===== src/rtl/video_mode_switcher_if.sv =====
// Bus bundle between the video mode switcher and its surroundings.
// The master side is the control/PLL environment that presents a raw mode
// code and the reconfiguration acknowledge; the slave side is the switcher.
interface video_mode_switcher_if #(
  parameter int NUM_MODES = 5,
  parameter int CODE_W    = 8
);
  localparam int IDX_W = (NUM_MODES > 1) ? $clog2(NUM_MODES) : 1;

  logic [CODE_W-1:0] mode_code;
  logic [IDX_W-1:0]  mode_idx;
  logic              mode_update;
  logic              blank;
  logic              reconf_req;
  logic [IDX_W-1:0]  reconf_mode;
  logic              reconf_ack;
  logic              busy;
  logic              error;

  modport master (
    output mode_code,
    output reconf_ack,
    input  mode_idx,
    input  mode_update,
    input  blank,
    input  reconf_req,
    input  reconf_mode,
    input  busy,
    input  error
  );

  modport slave (
    input  mode_code,
    input  reconf_ack,
    output mode_idx,
    output mode_update,
    output blank,
    output reconf_req,
    output reconf_mode,
    output busy,
    output error
  );
endinterface


===== src/rtl/video_mode_switcher.sv =====
// Video mode switcher: filters a raw mode code and sequences a safe mode
// change (blank, request PLL/timing reconfiguration, wait for ack, commit the
// new index, settle, unblank).
// Optional feature macro: VIDEO_ACK_TIMEOUT_EN -- when defined, an
// acknowledge that does not arrive within TIMEOUT_CYCLES aborts the switch
// and raises a sticky error flag; when undefined the request waits forever.
module video_mode_switcher #(
  parameter int NUM_MODES      = 5,
  parameter int CODE_W         = 8,
  parameter int DEFAULT_MODE   = 0,
  parameter int STABLE_CYCLES  = 4,
  parameter int BLANK_CYCLES   = 16,
  parameter int TIMEOUT_CYCLES = 1024
) (
  input  logic                  clock,
  input  logic                  reset_n,
  video_mode_switcher_if.slave  bus
);

  localparam int IDX_W   = (NUM_MODES > 1) ? $clog2(NUM_MODES) : 1;
  localparam int STAB_W  = $clog2(STABLE_CYCLES + 1);
  localparam int BLANK_W = $clog2(BLANK_CYCLES + 1);
  localparam int TO_W    = $clog2(TIMEOUT_CYCLES + 1);

  localparam logic [STAB_W-1:0]  STABLE_MAX  = STAB_W'(STABLE_CYCLES);
  localparam logic [BLANK_W-1:0] BLANK_LAST  = BLANK_W'(BLANK_CYCLES - 1);
  localparam logic [TO_W-1:0]    TO_LAST     = TO_W'(TIMEOUT_CYCLES - 1);
  localparam logic [CODE_W-1:0]  NUM_MODES_C = CODE_W'(NUM_MODES);
  localparam logic [IDX_W-1:0]   DEFAULT_IDX = IDX_W'(DEFAULT_MODE);

  typedef enum logic [1:0] {
    IDLE,
    BLANK_PRE,
    REQ,
    BLANK_POST
  } state_t;

  state_t              state_q, state_d;
  logic [CODE_W-1:0]   code_q, code_d;
  logic [STAB_W-1:0]   stab_cnt_q, stab_cnt_d;
  logic [IDX_W-1:0]    target_q, target_d;
  logic [IDX_W-1:0]    mode_idx_q, mode_idx_d;
  logic [IDX_W-1:0]    reconf_mode_q, reconf_mode_d;
  logic [BLANK_W-1:0]  blank_cnt_q, blank_cnt_d;
  logic                mode_update_q, mode_update_d;
  logic                blank_q, blank_d;
  logic                reconf_req_q, reconf_req_d;
  logic                busy_q, busy_d;
  logic                stable;
  logic                accept;
  logic                timeout;

  // Stability filter: count consecutive identical samples of the raw code.
  always_comb begin
    code_d     = bus.mode_code;
    stab_cnt_d = stab_cnt_q;
    if (bus.mode_code != code_q) begin
      stab_cnt_d = STAB_W'(1);
    end else if (stab_cnt_q != STABLE_MAX) begin
      stab_cnt_d = stab_cnt_q + STAB_W'(1);
    end
  end

  assign stable = (stab_cnt_q == STABLE_MAX);
  assign accept = (state_q == IDLE) && stable && (code_q < NUM_MODES_C) &&
                  (code_q[IDX_W-1:0] != mode_idx_q);

`ifdef VIDEO_ACK_TIMEOUT_EN
  logic [TO_W-1:0] to_cnt_q, to_cnt_d;
  logic            error_q, error_d;

  assign timeout = (state_q == REQ) && !bus.reconf_ack && (to_cnt_q == TO_LAST);

  // Acknowledge watchdog: counts REQ cycles, error is sticky until a good ack.
  always_comb begin
    to_cnt_d = '0;
    error_d  = error_q;
    if (state_q == REQ && !bus.reconf_ack) begin
      to_cnt_d = to_cnt_q + TO_W'(1);
    end
    if (state_q == REQ && bus.reconf_ack) begin
      error_d = 1'b0;
    end else if (timeout) begin
      error_d = 1'b1;
    end
  end

  // Watchdog registers.
  always_ff @(posedge clock or negedge reset_n) begin
    if (!reset_n) begin
      to_cnt_q <= '0;
      error_q  <= 1'b0;
    end else begin
      to_cnt_q <= to_cnt_d;
      error_q  <= error_d;
    end
  end

  assign bus.error = error_q;
`else
  logic unused_timeout_cfg;

  assign unused_timeout_cfg = ^TO_LAST;
  assign timeout            = 1'b0;
  assign bus.error          = 1'b0;
`endif

  // Switch sequencer: next state and registered outputs.
  always_comb begin
    state_d       = state_q;
    target_d      = target_q;
    blank_cnt_d   = blank_cnt_q;
    mode_idx_d    = mode_idx_q;
    reconf_mode_d = reconf_mode_q;
    mode_update_d = 1'b0;
    blank_d       = blank_q;
    reconf_req_d  = reconf_req_q;
    busy_d        = busy_q;
    case (state_q)
      IDLE: begin
        if (accept) begin
          state_d     = BLANK_PRE;
          target_d    = code_q[IDX_W-1:0];
          blank_d     = 1'b1;
          busy_d      = 1'b1;
          blank_cnt_d = '0;
        end
      end
      BLANK_PRE: begin
        if (blank_cnt_q == BLANK_LAST) begin
          state_d       = REQ;
          reconf_req_d  = 1'b1;
          reconf_mode_d = target_q;
        end else begin
          blank_cnt_d = blank_cnt_q + BLANK_W'(1);
        end
      end
      REQ: begin
        if (bus.reconf_ack) begin
          state_d       = BLANK_POST;
          reconf_req_d  = 1'b0;
          mode_idx_d    = target_q;
          mode_update_d = 1'b1;
          blank_cnt_d   = '0;
        end else if (timeout) begin
          state_d      = BLANK_POST;
          reconf_req_d = 1'b0;
          blank_cnt_d  = '0;
        end
      end
      BLANK_POST: begin
        if (blank_cnt_q == BLANK_LAST) begin
          state_d = IDLE;
          blank_d = 1'b0;
          busy_d  = 1'b0;
        end else begin
          blank_cnt_d = blank_cnt_q + BLANK_W'(1);
        end
      end
      default: begin
        state_d = IDLE;
      end
    endcase
  end

  // State, filter and output registers; reset drops blank/request at once.
  always_ff @(posedge clock or negedge reset_n) begin
    if (!reset_n) begin
      state_q       <= IDLE;
      code_q        <= '0;
      stab_cnt_q    <= '0;
      target_q      <= DEFAULT_IDX;
      mode_idx_q    <= DEFAULT_IDX;
      reconf_mode_q <= DEFAULT_IDX;
      blank_cnt_q   <= '0;
      mode_update_q <= 1'b0;
      blank_q       <= 1'b0;
      reconf_req_q  <= 1'b0;
      busy_q        <= 1'b0;
    end else begin
      state_q       <= state_d;
      code_q        <= code_d;
      stab_cnt_q    <= stab_cnt_d;
      target_q      <= target_d;
      mode_idx_q    <= mode_idx_d;
      reconf_mode_q <= reconf_mode_d;
      blank_cnt_q   <= blank_cnt_d;
      mode_update_q <= mode_update_d;
      blank_q       <= blank_d;
      reconf_req_q  <= reconf_req_d;
      busy_q        <= busy_d;
    end
  end

  assign bus.mode_idx    = mode_idx_q;
  assign bus.mode_update = mode_update_q;
  assign bus.blank       = blank_q;
  assign bus.reconf_req  = reconf_req_q;
  assign bus.reconf_mode = reconf_mode_q;
  assign bus.busy        = busy_q;

endmodule


===== src/flat_wrapper.sv =====
// flat-port wrapper written by rule: the top's interface ports become plain ports
module video_mode_switcher_flat 
#(
  parameter int NUM_MODES      = 5,
  parameter int CODE_W         = 8,
  parameter int DEFAULT_MODE   = 0,
  parameter int STABLE_CYCLES  = 4,
  parameter int BLANK_CYCLES   = 16,
  parameter int TIMEOUT_CYCLES = 1024
)
  (clock, reset_n, bus_mode_code, bus_reconf_ack, bus_mode_idx, bus_mode_update, bus_blank, bus_reconf_req, bus_reconf_mode, bus_busy, bus_error);
  video_mode_switcher_if #(.NUM_MODES(NUM_MODES), .CODE_W(CODE_W)) bus_i ();
  input  logic clock;
  input  logic reset_n;
  input wire logic [$bits(bus_i.mode_code)-1:0] bus_mode_code;
  input wire logic [$bits(bus_i.reconf_ack)-1:0] bus_reconf_ack;
  output wire logic [$bits(bus_i.mode_idx)-1:0] bus_mode_idx;
  output wire logic [$bits(bus_i.mode_update)-1:0] bus_mode_update;
  output wire logic [$bits(bus_i.blank)-1:0] bus_blank;
  output wire logic [$bits(bus_i.reconf_req)-1:0] bus_reconf_req;
  output wire logic [$bits(bus_i.reconf_mode)-1:0] bus_reconf_mode;
  output wire logic [$bits(bus_i.busy)-1:0] bus_busy;
  output wire logic [$bits(bus_i.error)-1:0] bus_error;
  assign bus_i.mode_code = bus_mode_code;
  assign bus_i.reconf_ack = bus_reconf_ack;
  assign bus_mode_idx = bus_i.mode_idx;
  assign bus_mode_update = bus_i.mode_update;
  assign bus_blank = bus_i.blank;
  assign bus_reconf_req = bus_i.reconf_req;
  assign bus_reconf_mode = bus_i.reconf_mode;
  assign bus_busy = bus_i.busy;
  assign bus_error = bus_i.error;
  video_mode_switcher #(.NUM_MODES(NUM_MODES), .CODE_W(CODE_W), .DEFAULT_MODE(DEFAULT_MODE), .STABLE_CYCLES(STABLE_CYCLES), .BLANK_CYCLES(BLANK_CYCLES), .TIMEOUT_CYCLES(TIMEOUT_CYCLES)) u_core (.clock(clock), .reset_n(reset_n), .bus(bus_i));
endmodule

===== config.mk =====
export PLATFORM = sky130hd
export DESIGN_NAME = video_mode_switcher_flat
export DESIGN_NICKNAME = d
export VERILOG_FILES = /design/src/rtl/video_mode_switcher_if.sv /design/src/rtl/video_mode_switcher.sv /design/src/flat_wrapper.sv
export SDC_FILE = /design/constraint.sdc
export NUM_CORES = 1
export LEC_CHECK = 0
export BUFFER_PORTS_ARGS = -buffer_cell sky130_fd_sc_hd__buf_2
export CAP_MARGIN = 15
export CORE_ASPECT_RATIO = 0.7
export CORE_MARGIN = 2
export CORE_UTILIZATION = 54
export CTS_CLUSTER_SIZE = 24
export DETAILED_ROUTE_END_ITERATION = 10
export PLACE_DENSITY = 0.85
export RECOVER_POWER = 50
export SLEW_MARGIN = 40
export SYNTH_ARGS = -nofsm -noshare
export SYNTH_HDL_FRONTEND = slang
export SYNTH_SLANG_ARGS = --single-unit

===== constraint.sdc =====
create_clock -name clock -period 2.59 [get_ports clock]
set_input_delay 0.518 -clock clock [delete_from_list [all_inputs] [get_ports clock]]
set_output_delay 0.518 -clock clock [all_outputs]
set_load 0.05 [all_outputs]

==> impl_metrics.csv <==
group,metric,value,unit
run_status,status,"finished, violations left",
run_status,violations,"capacitance limit, slew limit",
placed_design,port_buffers,20,
setup_path,critPathBufInv,1,
sta,fmax,401,MHz
setup_path,reg2reg_from,"u_core.state_q[0]$_DFFE_PN0P_",
synth,yosys_warnings,0,
synth,syn_inst,124,
synth,yosysTopAreaCellShare,0.516,
clock_network,cts_tree,"yes",
clock_network,htreeDepth,2,
sta,slew_violations,31,
detailed_routing,vias_per_cell,5.39,
synth,seq_area_frac_synth,0.516,
synth,synth_common_cells,"30 x dfrtp_1, 11 x xor2_1, 10 x inv_1, 9 x ha_1, 9 x mux2_2",
grt,grt_max_degree,31,
clock_network,cts_resized,0,
detailed_routing,ant_nets,0,
sta,rsz0062_at_grt,"no",
floorplan,core,2510,um2
hold_path,hold_path_startpoint,"bus_mode_code[3]",
clock_network,cts.sinks,30,
floorplan,start_util,0.579,
finish,antenna_cells,0,
synth,syn_area,1460,um2
clock_network,hold_buffers,0,
synth,ys.flop_type,"dfrtp_1",
clock_network,cts_setup_buffers,0,
setup_path,cp-startpoint,"u_core.state_q[0]$_DFFE_PN0P_",
grt,grt_pass1_vias,1034,
grt,grt_pass1_wl,4690,um
synth,synth_edf_count,0,
setup_path,critPathMaxStageDelay,0.50,ns
floorplan,fp-row-count,15,
placed_design,post-dp-hpwl,2030,um
power,peakVddDrop,0.512,mV
synth,avgSynthCellArea,11.7,um2
setup_path,cpLargestDelayFamily,"simple AND/OR/NAND/NOR gates",
setup_path,crit_type,"reg -> reg",
power,p_leak,0.837,nW
setup_path,path_max_fanout,8,
sta,setup_violations,0,
detailed_routing,via_count,992,
sta,fin_crit_sh,0.963,
sta,hold_viol,0,
synth,synth_seq_cells,30,
grt,overflow,0,
clock_network,cts-root-buf,"clkbuf_8",
sta,slew_headroom,-0.0333,
setup_path,worstPathRequired,2.76,ns
sta,worstMarginPinSlew,1.55,ns
detailed_routing,drt-pass1-iter-count,4,
detailed_routing,wl_per_cell,15.5,um
synth,synth.area.top_cells,"dfrtp_1 52%, ha_1 7.7%, mux2_2 7.0%, xor2_1 6.6%, inv_1 2.6%",
detailed_routing,wl,2850,um
run,cap_violations,1,
finish,num-nets-final,169,
grt,antenna_found_initial,0,
setup_path,crit_slowest_cell,"or4b_4",
finish,area_delta_synth_final,18.2,%
setup_path,cp.arrival,2.67,ns
synth,synth_top_area_cell,"dfrtp_1",
clock_network,path_clk_slew,0.07,ns
synth,synth_most_common_cell,"dfrtp_1",
hold_path,min_path_type,"in -> reg",
setup_path,cp_num_cells,6,
detailed_routing,first_iter_violations,101,
setup_path,critical_path.cell_chain,"inv_1 -> ha_2 -> or4b_4 -> o31a_4 -> or3_4 -> mux2_4",
setup_path,startpoint_type,"flip-flop",
sta,tns,0,ns
clock_network,clock_latency,0.29,ns
floorplan,num_io_pins,22,
sta,fin_crit,2.49,ns
grt,grt_use_total,0.216,
finish,drive_gt1_frac,0.247,
power,powerDensity,958,nW/um2
placed_design,gp_congestion,0.893,
hold_path,min_path_cells,1,
floorplan,fp.dieArea,3130,um2
synth,synthArstFlopShare,1.00,
finish,fin_util,0.684,
setup_path,end_kind,"flip-flop",
synth,syn_nets,144,
setup_path,r2r_cells,6,
clock_network,cts_buffer_depth,2,
synth,synth_cell_types,32,
floorplan,die_h,47.4,um
floorplan,die_x,66.0,um
sta,clock_skew,0.00782,ns
detailed_routing,drc,0,
clock_network,cts_buffers,5,
## worst paths after layout
kind                                                     endpoint  slack (ns)
worst min-delay path                   u_core.code_q[3]$_DFF_PN0_        0.37
worst max-delay path                u_core.state_q[1]$_DFFE_PN0P_         0.1
worst min register to register  u_core.blank_cnt_q[4]$_DFFE_PN0P_        0.49
worst max register to register      u_core.state_q[1]$_DFFE_PN0P_         0.1
min in group asynchronous            u_core.bus.blank$_DFFE_PN0P_        0.60
max in group asynchronous          u_core.target_q[1]$_DFFE_PN0P_        1.08
## kinds of logic after synthesis
| logic type | Yosys count | synth area share |
|---|---|---|
| fa+ha+maj | 9 | 0.0774 |
| flops | 30 | 0.516 |
| xor+xnor | 12 | 0.0722 |
| buf+inv | 12 | 0.0361 |
| mux | 10 | 0.0800 |
| simple gates | 30 | 0.121 |
| other cells | 1 | 0.00258 |
| compound gates | 20 | 0.0946 |
## metal layers
metal  GRT usage  vias to the layer above  wire length [um]
li1            -                      478                 -
met1       0.258                      477              1250
met2       0.349                       28              1400
met3      0.0612                        9               129
met4       0.159                        0                77
met5           0                        -                 0
## worst reg2reg max path, cell delays in order (launching register included)
cell and delay (ns):
dfrtp_1 0.40, inv_1 0.14, ha_2 0.23, or4b_4 0.50, o31a_4 0.41, or3_4 0.41, mux2_4 0.30
## state kept, by name (all words and copies together) (netlist names)
register,cells
u_core.bus.mode_update,1
u_core.bus.reconf_req,1
u_core.blank_cnt_q,5
u_core.stab_cnt_q,3
u_core.bus.mode_idx,3
u_core.bus.reconf_mode,3
u_core.target_q,3
u_core.code_q,8
u_core.state_q,2
u_core.bus.blank,1
## layout make-up
class	count	area, um2
clock buffer	6	82.6
fill	176	795
tap	34	42.5
sequential	30	751
inverter	10	37.5
multi-input combinational	82	658
clock inverter	2	60.1
timing repair buffer	20	88.8
## report_power, final
part | internal [mW] | leakage, nW | switching, mW
clock network | 0.410 | 0.0714 | 0.173
registers | 0.524 | 0.379 | 0.0474
logic | 0.205 | 0.387 | 0.290
## metrics by stage
| step | total power [mW] | area (um2) | std cells | setup slack (ns) | hold WS [ns] |
|---|---|---|---|---|---|
| detailed placement | 1.06 | 1580 | 176 | 0.0713 | 0.483 |
| floorplan | 0.940 | 1460 | 124 | 0.210 | 0.222 |
| finish | 1.65 | 1720 | 184 | 0.0968 | 0.367 |
| global placement | 1.02 | 1580 | 176 | 0.173 | 0.472 |
| CTS | 1.66 | 1730 | 184 | 0.0500 | 0.267 |
| global route | 1.74 | 1720 | 184 | 0.0156 | 0.365 |
## cells in the final DEF (no fill, tap or decap), drive strengths merged
cell / netlist / final
nor4: 3 / 3
nand2: 8 / 8
and3: 1 / 1
o2bb2ai: 2 / 2
or3: 1 / 1
a21oi: 5 / 5
xnor2: 1 / 1
dfrtp: 30 / 30
nor2: 4 / 4
mux2: 10 / 10
o31a: 1 / 1
nand2b: 1 / 1
nand3: 2 / 2
nand4: 1 / 1
o21ai: 6 / 6
buf: 2 / 11
inv: 10 / 10
nor2b: 1 / 1
clkbuf: 0 / 15
or4b: 2 / 2
or4: 2 / 2
conb: 1 / 1
xor2: 11 / 11
nor3: 3 / 3
ha: 9 / 9
o31ai: 5 / 5
bufinv: 0 / 2
a21bo: 1 / 1
and2: 1 / 1
Power figures use the tool's default switching activity.
